`config.mk`:
```
export PLATFORM = sky130hd
export DESIGN_NAME = sponge_duplex_ctrl
export DESIGN_NICKNAME = d
export VERILOG_FILES = /design/src/rtl/sponge_pkg.sv /design/src/rtl/sponge_pad.sv /design/src/rtl/sponge_duplex_ctrl.sv
export SDC_FILE = /design/constraint.sdc
export NUM_CORES = 1
export LEC_CHECK = 0
export ABC_AREA = 1
export BUFFER_PORTS_ARGS = -buffer_cell sky130_fd_sc_hd__buf_2
export CAP_MARGIN = 20
export CORE_AREA = 2 2 650 652
export CTS_CLUSTER_SIZE = 28
export DETAILED_ROUTE_END_ITERATION = 10
export DIE_AREA = 0 0 652 654
export SLEW_MARGIN = 20
export SYNTH_ARGS = -nofsm -noshare
export SYNTH_HDL_FRONTEND = slang
export SYNTH_SLANG_ARGS = --single-unit
```
`constraint.sdc`:
```
create_clock -name clk -period 2.14 [get_ports clk]
set_input_delay 0.428 -clock clk [delete_from_list [all_inputs] [get_ports clk]]
set_output_delay 0.428 -clock clk [all_outputs]
set_load 0.01 [all_outputs]
```
`src/rtl/sponge_pkg.sv`:
```
// Shared definitions for the sponge duplex controller: FSM states and the
// domain-separator encoding presented to the external permutation.
package sponge_pkg;

   typedef enum logic [2:0] {
      IDLE     = 3'd0,
      ABS_WAIT = 3'd1,
      ABS_PERM = 3'd2,
      SQZ_EMIT = 3'd3,
      SQZ_PERM = 3'd4,
      DONE     = 3'd5
   } sponge_state_e;

   localparam logic [3:0] DS_NONE = 4'b0000;

   // Domain separator: {domain, finalize, padded}
   function automatic logic [3:0] ds_encode(input logic [1:0] dom,
                                            input logic       fin,
                                            input logic       pad);
      return {dom, fin, pad};
   endfunction

endpackage

```
`src/rtl/sponge_pad.sv`:
```
// Byte mask and 0x01 pad of the final absorb block; non-final blocks pass
// through untouched.
module sponge_pad #(
   parameter int RATE_W = 128,
   parameter int NBY_W  = $clog2(RATE_W/8) + 1
) (
   input  logic [RATE_W-1:0] data,
   input  logic [NBY_W-1:0]  nbytes,
   input  logic              last,
   output logic [RATE_W-1:0] block,
   output logic              padded
);

   localparam int NB = RATE_W / 8;

   // Keep bytes below nbytes, drop 0x01 at index nbytes, zero the rest
   always_comb begin
      block  = '0;
      padded = last && (32'(nbytes) < NB);
      for (int b = 0; b < NB; b++) begin
         if (!last || (b < 32'(nbytes)))
            block[b*8 +: 8] = data[b*8 +: 8];
         else if (b == 32'(nbytes))
            block[b*8 +: 8] = 8'h01;
      end
   end

endmodule

```
`src/rtl/sponge_duplex_ctrl.sv`:
```
// Sponge duplex sequencer: absorbs rate blocks into the state, squeezes
// output words, and hands the state to an external permutation between steps.
//
//   state    | meaning
//   IDLE     | waiting for start
//   ABS_WAIT | in_ready high, waiting for an absorb block
//   ABS_PERM | permutation running after an absorbed block
//   SQZ_EMIT | out_valid high, presenting a squeeze word
//   SQZ_PERM | permutation running between squeeze words
//   DONE     | done high, state_out valid until the next start
module sponge_duplex_ctrl
   import sponge_pkg::*;
#(
   parameter int STATE_W = 320,
   parameter int RATE_W  = 128,
   parameter int SQZ_W   = 192,
   parameter int LEN_W   = 20,
   parameter int RND_W   = 4
) (
   input  logic                      clk,
   input  logic                      reset,
   input  logic                      start,
   input  logic                      mode,
   input  logic [STATE_W-1:0]        state_in,
   input  logic [1:0]                domain,
   input  logic                      finalize,
   input  logic [RND_W-1:0]          rounds,
   input  logic [LEN_W-1:0]          sqz_bits,
   input  logic                      in_valid,
   output logic                      in_ready,
   input  logic [RATE_W-1:0]         in_data,
   input  logic [$clog2(RATE_W/8):0] in_nbytes,
   input  logic                      in_last,
   output logic                      perm_start,
   output logic [STATE_W-1:0]        perm_state,
   output logic [3:0]                perm_ds,
   output logic [RND_W-1:0]          perm_rounds,
   input  logic                      perm_done,
   input  logic [STATE_W-1:0]        perm_result,
   output logic                      out_valid,
   input  logic                      out_ready,
   output logic [SQZ_W-1:0]          out_data,
   output logic [$clog2(SQZ_W):0]    out_nbits,
   output logic                      out_last,
   output logic [STATE_W-1:0]        state_out,
   output logic                      done
);

   localparam int NBI_W = $clog2(SQZ_W) + 1;

   sponge_state_e      st, st_nxt;
   logic [STATE_W-1:0] state_q;
   logic [1:0]         domain_q;
   logic               fin_q;
   logic [RND_W-1:0]   rounds_q;
   logic [LEN_W-1:0]   rem_q;
   logic               last_q;
   logic               perm_start_q;
   logic [3:0]         ds_q;

   logic [RATE_W-1:0]  pad_block;
   logic               pad_padded;
   logic [NBI_W-1:0]   nbits;
   logic               sqz_last;
   logic [SQZ_W-1:0]   sqz_mask;

   sponge_pad #(.RATE_W(RATE_W)) u_pad (
      .data   (in_data),
      .nbytes (in_nbytes),
      .last   (in_last),
      .block  (pad_block),
      .padded (pad_padded)
   );

   // Squeeze word length and valid-bit mask from the remaining bit count
   always_comb begin
      sqz_last = (32'(rem_q) <= SQZ_W);
      nbits    = sqz_last ? NBI_W'(rem_q) : NBI_W'(SQZ_W);
      sqz_mask = '0;
      for (int i = 0; i < SQZ_W; i++)
         sqz_mask[i] = (i < 32'(nbits));
   end

   // FSM state register
   always_ff @(posedge clk or negedge reset) begin
      if (!reset) st <= IDLE;
      else        st <= st_nxt;
   end

   // FSM next-state logic
   always_comb begin
      st_nxt = st;
      case (st)
         IDLE:     if (start)
                      st_nxt = !mode ? ABS_WAIT : ((sqz_bits == '0) ? DONE : SQZ_EMIT);
         ABS_WAIT: if (in_valid)  st_nxt = ABS_PERM;
         ABS_PERM: if (perm_done) st_nxt = last_q ? DONE : ABS_WAIT;
         SQZ_EMIT: if (out_ready) st_nxt = sqz_last ? DONE : SQZ_PERM;
         SQZ_PERM: if (perm_done) st_nxt = SQZ_EMIT;
         DONE:     if (start)     st_nxt = IDLE;
         default:                 st_nxt = IDLE;
      endcase
   end

   // Datapath: state register, latched command fields, permutation request
   always_ff @(posedge clk or negedge reset) begin
      if (!reset) begin
         state_q      <= '0;
         domain_q     <= '0;
         fin_q        <= 1'b0;
         rounds_q     <= '0;
         rem_q        <= '0;
         last_q       <= 1'b0;
         perm_start_q <= 1'b0;
         ds_q         <= DS_NONE;
      end else begin
         perm_start_q <= 1'b0;
         case (st)
            IDLE: if (start) begin
               state_q  <= state_in;
               domain_q <= domain;
               fin_q    <= finalize;
               rounds_q <= rounds;
               rem_q    <= sqz_bits;
               last_q   <= 1'b0;
               ds_q     <= DS_NONE;
            end
            ABS_WAIT: if (in_valid) begin
               state_q[RATE_W-1:0] <= state_q[RATE_W-1:0] ^ pad_block;
               last_q       <= in_last;
               perm_start_q <= 1'b1;
               ds_q         <= in_last ? ds_encode(domain_q, fin_q, pad_padded) : DS_NONE;
            end
            ABS_PERM, SQZ_PERM: if (perm_done) state_q <= perm_result;
            SQZ_EMIT: if (out_ready) begin
               rem_q <= rem_q - LEN_W'(nbits);
               if (!sqz_last) begin
                  perm_start_q <= 1'b1;
                  ds_q         <= ds_encode(domain_q, fin_q, 1'b0);
               end
            end
            default: ;
         endcase
      end
   end

   // Outputs decoded from state; all zero while held in reset
   always_comb begin
      in_ready    = (st == ABS_WAIT);
      out_valid   = (st == SQZ_EMIT);
      done        = (st == DONE);
      out_last    = out_valid && sqz_last;
      out_nbits   = out_valid ? nbits : '0;
      out_data    = out_valid ? (state_q[SQZ_W-1:0] & sqz_mask) : '0;
      state_out   = done ? state_q : '0;
      perm_start  = perm_start_q;
      perm_state  = state_q;
      perm_ds     = ds_q;
      perm_rounds = rounds_q;
   end

endmodule

```
==> flow_metrics.py <==
metrics = {
    "floorplanning": {
        "die_x_um": 652,
        "die_h_um": 654,
        "fp.coreArea_mm2": 0.419,
        "ioPinCount": 1662,
        "rows": 238,
        "start_util_pct": 5.72,
        "die-area_mm2": 0.426,
    },
    "setup_path": {
        "worstPathRequired_ns": 1.71,
        "worstSetupPathType": "reg2out",
        "cp_max_fo": 5,
        "start_kind": "flop",
        "endpoint_kind": "output port",
        "cp.arrival_ns": 3.34,
    },
    "timing": {
        "setup_viol": 811,
        "fin_crit_sh_pct": 176,
        "maxSlewHeadroom_pct": 34.7,
        "worstMarginPinSlew_ns": 0.979,
        "fin_crit_ns": 3.77,
        "rsz0062_at_grt": "true",
        "hold_viol": 0,
        "timing.final.ws_setup_ns": -1.63,
        "clock_skew_ns": 0.0571,
        "clock.fmax_mhz": 266,
        "slew_viol_final": 0,
    },
    "cells_and_area": {
        "syn_to_final_growth_pct": 148,
        "final.fill_count": 48100,
        "final_common_cell": "buf_2",
        "register_area_mm2": 0.00891,
        "fin_nets": 7211,
        "drive_gt1_share_pct": 45.1,
        "final_cell_mix": "buf_2 (1473), nand2_1 (687), dlygate4sd3_1 (616)",
        "final_cells": 12200,
        "multi_input_area_mm2": 0.0151,
    },
    "global_route": {
        "use_met2_pct": 35.2,
        "grt_use_met1_pct": 19.9,
        "antenna_found_initial": 290,
        "grt_pass1_vias": 40100,
        "grt_util_all_layers_pct": 20.6,
        "grt_pass1_wl_um": 543000,
        "met3_usage_pct": 10.3,
        "overflow": 0,
        "grt_max_degree": 65,
        "busiest_layer": "met2",
    },
    "clock_tree": {
        "clk-insertion-delay-late_ns": 0.78,
        "cts_tree": "built",
        "cts_sinks": 356,
        "clk_path_buf_depth": 3,
        "root_buffer": "clkbuf_16",
        "numCtsBuffers": 55,
        "cts.htree.levels": 2,
        "clk_pin_slew_ns": 0.07,
    },
    "detailed_routing": {
        "ant_nets": 0,
        "drt-initial-drc-count": 4438,
        "vias": 42900,
        "viasPerCell": 3.51,
        "avgRoutedWirePerCell_um": 37.7,
        "drcViolationCount": 0,
        "wl_um": 461000,
        "drt_first_pass_iters": 6,
    },
    "synthesis": {
        "netlist_area_mm2": 0.0240,
        "ys.flop_type": "dfrtp_1",
        "syn_avg_cell_area_um2": 6.70,
        "ys.warnings.count": 0,
        "ys_seq_area_share_pct": 37.2,
        "async_flop_share_pct": 100,
        "yosysUniqueCellTypes": 47,
        "syn_inst": 3577,
        "yosys_register_bits": 356,
        "synth_edf_count": 0,
        "synth_top_area_cell": "dfrtp_1",
        "synthTopCellsByArea": "dfrtp_1 (37%), nand2_1 (12%), nor2_1 (10%)",
        "yosys.area.top_type_share_pct": 37.2,
    },
    "place": {
        "hpwlAfterDp_um": 418000,
        "gp_congestion": 0.974,
        "place_inst": 11200,
        "io_buffers": 1660,
    },
    "run_status": {
        "outcome": "finished with violations",
        "violations": "negative setup slack",
    },
    "power": {
        "leakagePower_nw": 27.5,
        "switching_share_pct": 57.7,
        "power_frac_seq_pct": 19.6,
        "p_per_area_mw_per_mm2": 1310,
        "internal-power_mw": 32.9,
        "power_mw": 77.8,
        "pwr-share-comb_pct": 67.2,
        "p_clk_share_pct": 13.2,
        "max-vdd-ir-drop_uv": 739,
        "switching_power_mw": 44.9,
    },
    "hold_path": {
        "hold_class": "in2reg",
    },
    "job": {
        "drv_cap": 0,
    },
}
registers in the layout (all words and copies together), names as in the netlist:
| signal | flops |
|---|---|
| rem_q | 20 |
| perm_ds | 4 |
| perm_start | 1 |
| domain_q | 2 |
| last_q | 1 |
| perm_rounds | 4 |
| st | 3 |
| fin_q | 1 |
| perm_state | 320 |
repair_timing:
item	CTS	global route
hold endpoints to repair	482	0
setup buffers	33	61
setup endpoints to repair	821	915
pin swaps	41	81
gates cloned	1	2
resized for setup	346	413
hold buffers	616	0
per-layer routing:
layer	part of all wire (%)	vias to the layer above	wire [um]
li1	-	17900	-
met1	32	20600	148000
met2	48	3178	221000
met3	12	1063	56200
met4	7.6	110	34900
met5	0.18	-	833
cells by family (layout without fill, tap and decap cells):
logic type      count (synthesis)  after routing  share of synthesized area [%]
flops                         356            356                           37.2
mux                             7              7                          0.329
xor+xnor                        6              6                          0.219
compound gates                829            829                           22.1
simple gates                 1694           1694                           29.1
buf+inv                       681           3549                           11.0
other cells                     2            252                         0.0313
fa+ha+maj                       2              2                          0.104
cells in the mapped netlist, drive strengths merged (8+ instances only):
master  number
a21oi      135
or2          8
clkbuf     183
dfrtp      356
nand4       13
a31oi      198
a221oi     107
o211ai      15
nor3        75
nor4        18
nor2       686
a211oi      41
o21ai      193
a22oi      123
buf         54
nand3      141
inv        442
nand2      747
power by group through the flow:
| stage | clock network, mW | registers (mW) | logic, mW |
|---|---|---|---|
| after CTS | 10.5 | 15.3 | 52.0 |
| final | 10.3 | 15.2 | 52.3 |
| after global placement | 0 | 15.3 | 49.6 |
| after global routing | 10.7 | 15.6 | 55.5 |
| after detailed placement | 0 | 15.4 | 49.8 |
| after floorplan | 0 | 14.2 | 17.0 |
path summary, 6_finish.rpt:
path	from	to	slack, ns	cells past startpoint
worst max-delay path	rem_q[10]	out_data[154]	-1.63	14
worst min-delay path	sqz_bits[7]	rem_q[7]	0.07	3
worst max register to register	st[1]	perm_state[58]	-0.47	11
worst min register to register	perm_ds[0]	perm_ds[0]	0.49	2
max in group asynchronous	reset	rem_q[6]	1.09	4
min in group asynchronous	reset	perm_state[223]	0.16	2
critical path, cell delays in order (launching register included):
cell and delay [ns]:
dfrtp_1 0.39, nor2_2 0.14, nand2_2 0.09, nor2_4 0.20, nand3_4 0.13, buf_12 0.16
nor2_4 0.15, buf_6 0.13, nand3_4 0.07, nor2_4 0.12, inv_2 0.04, buf_6 0.12
o211ai_1 0.51, nor2_1 0.09, buf_4 0.19
stage by stage:
step / hold slack (ns) / setup TNS [ns] / util (%) / setup WS, ns / area [um2]
2_1_floorplan: 0.132 / -22.86 / - / -0.233 / 24700
5_1_grt: 0.0112 / -761.92 / 14.2 / -1.73 / 59300
6_report: 0.0674 / -635.45 / 14.2 / -1.63 / 59500
3_3_place_gp: 0.347 / -289.98 / 11.2 / -1.60 / 47000
4_1_cts: 0.000197 / -697.55 / 13.5 / -1.74 / 56800
3_5_place_dp: 0.347 / -243.83 / 11.2 / -1.55 / 47100
final cells by class:
class                   count  area share, %
diodes                    249           1.05
clock buffers              73           2.62
clock inverters            29          0.618
inverters                 444           3.07
multi-input cells        2541           25.3
flip-flops and latches    356           15.0
well taps                5520           11.6
repair buffers           3003           40.8
Power figures use the tool's default switching activity.
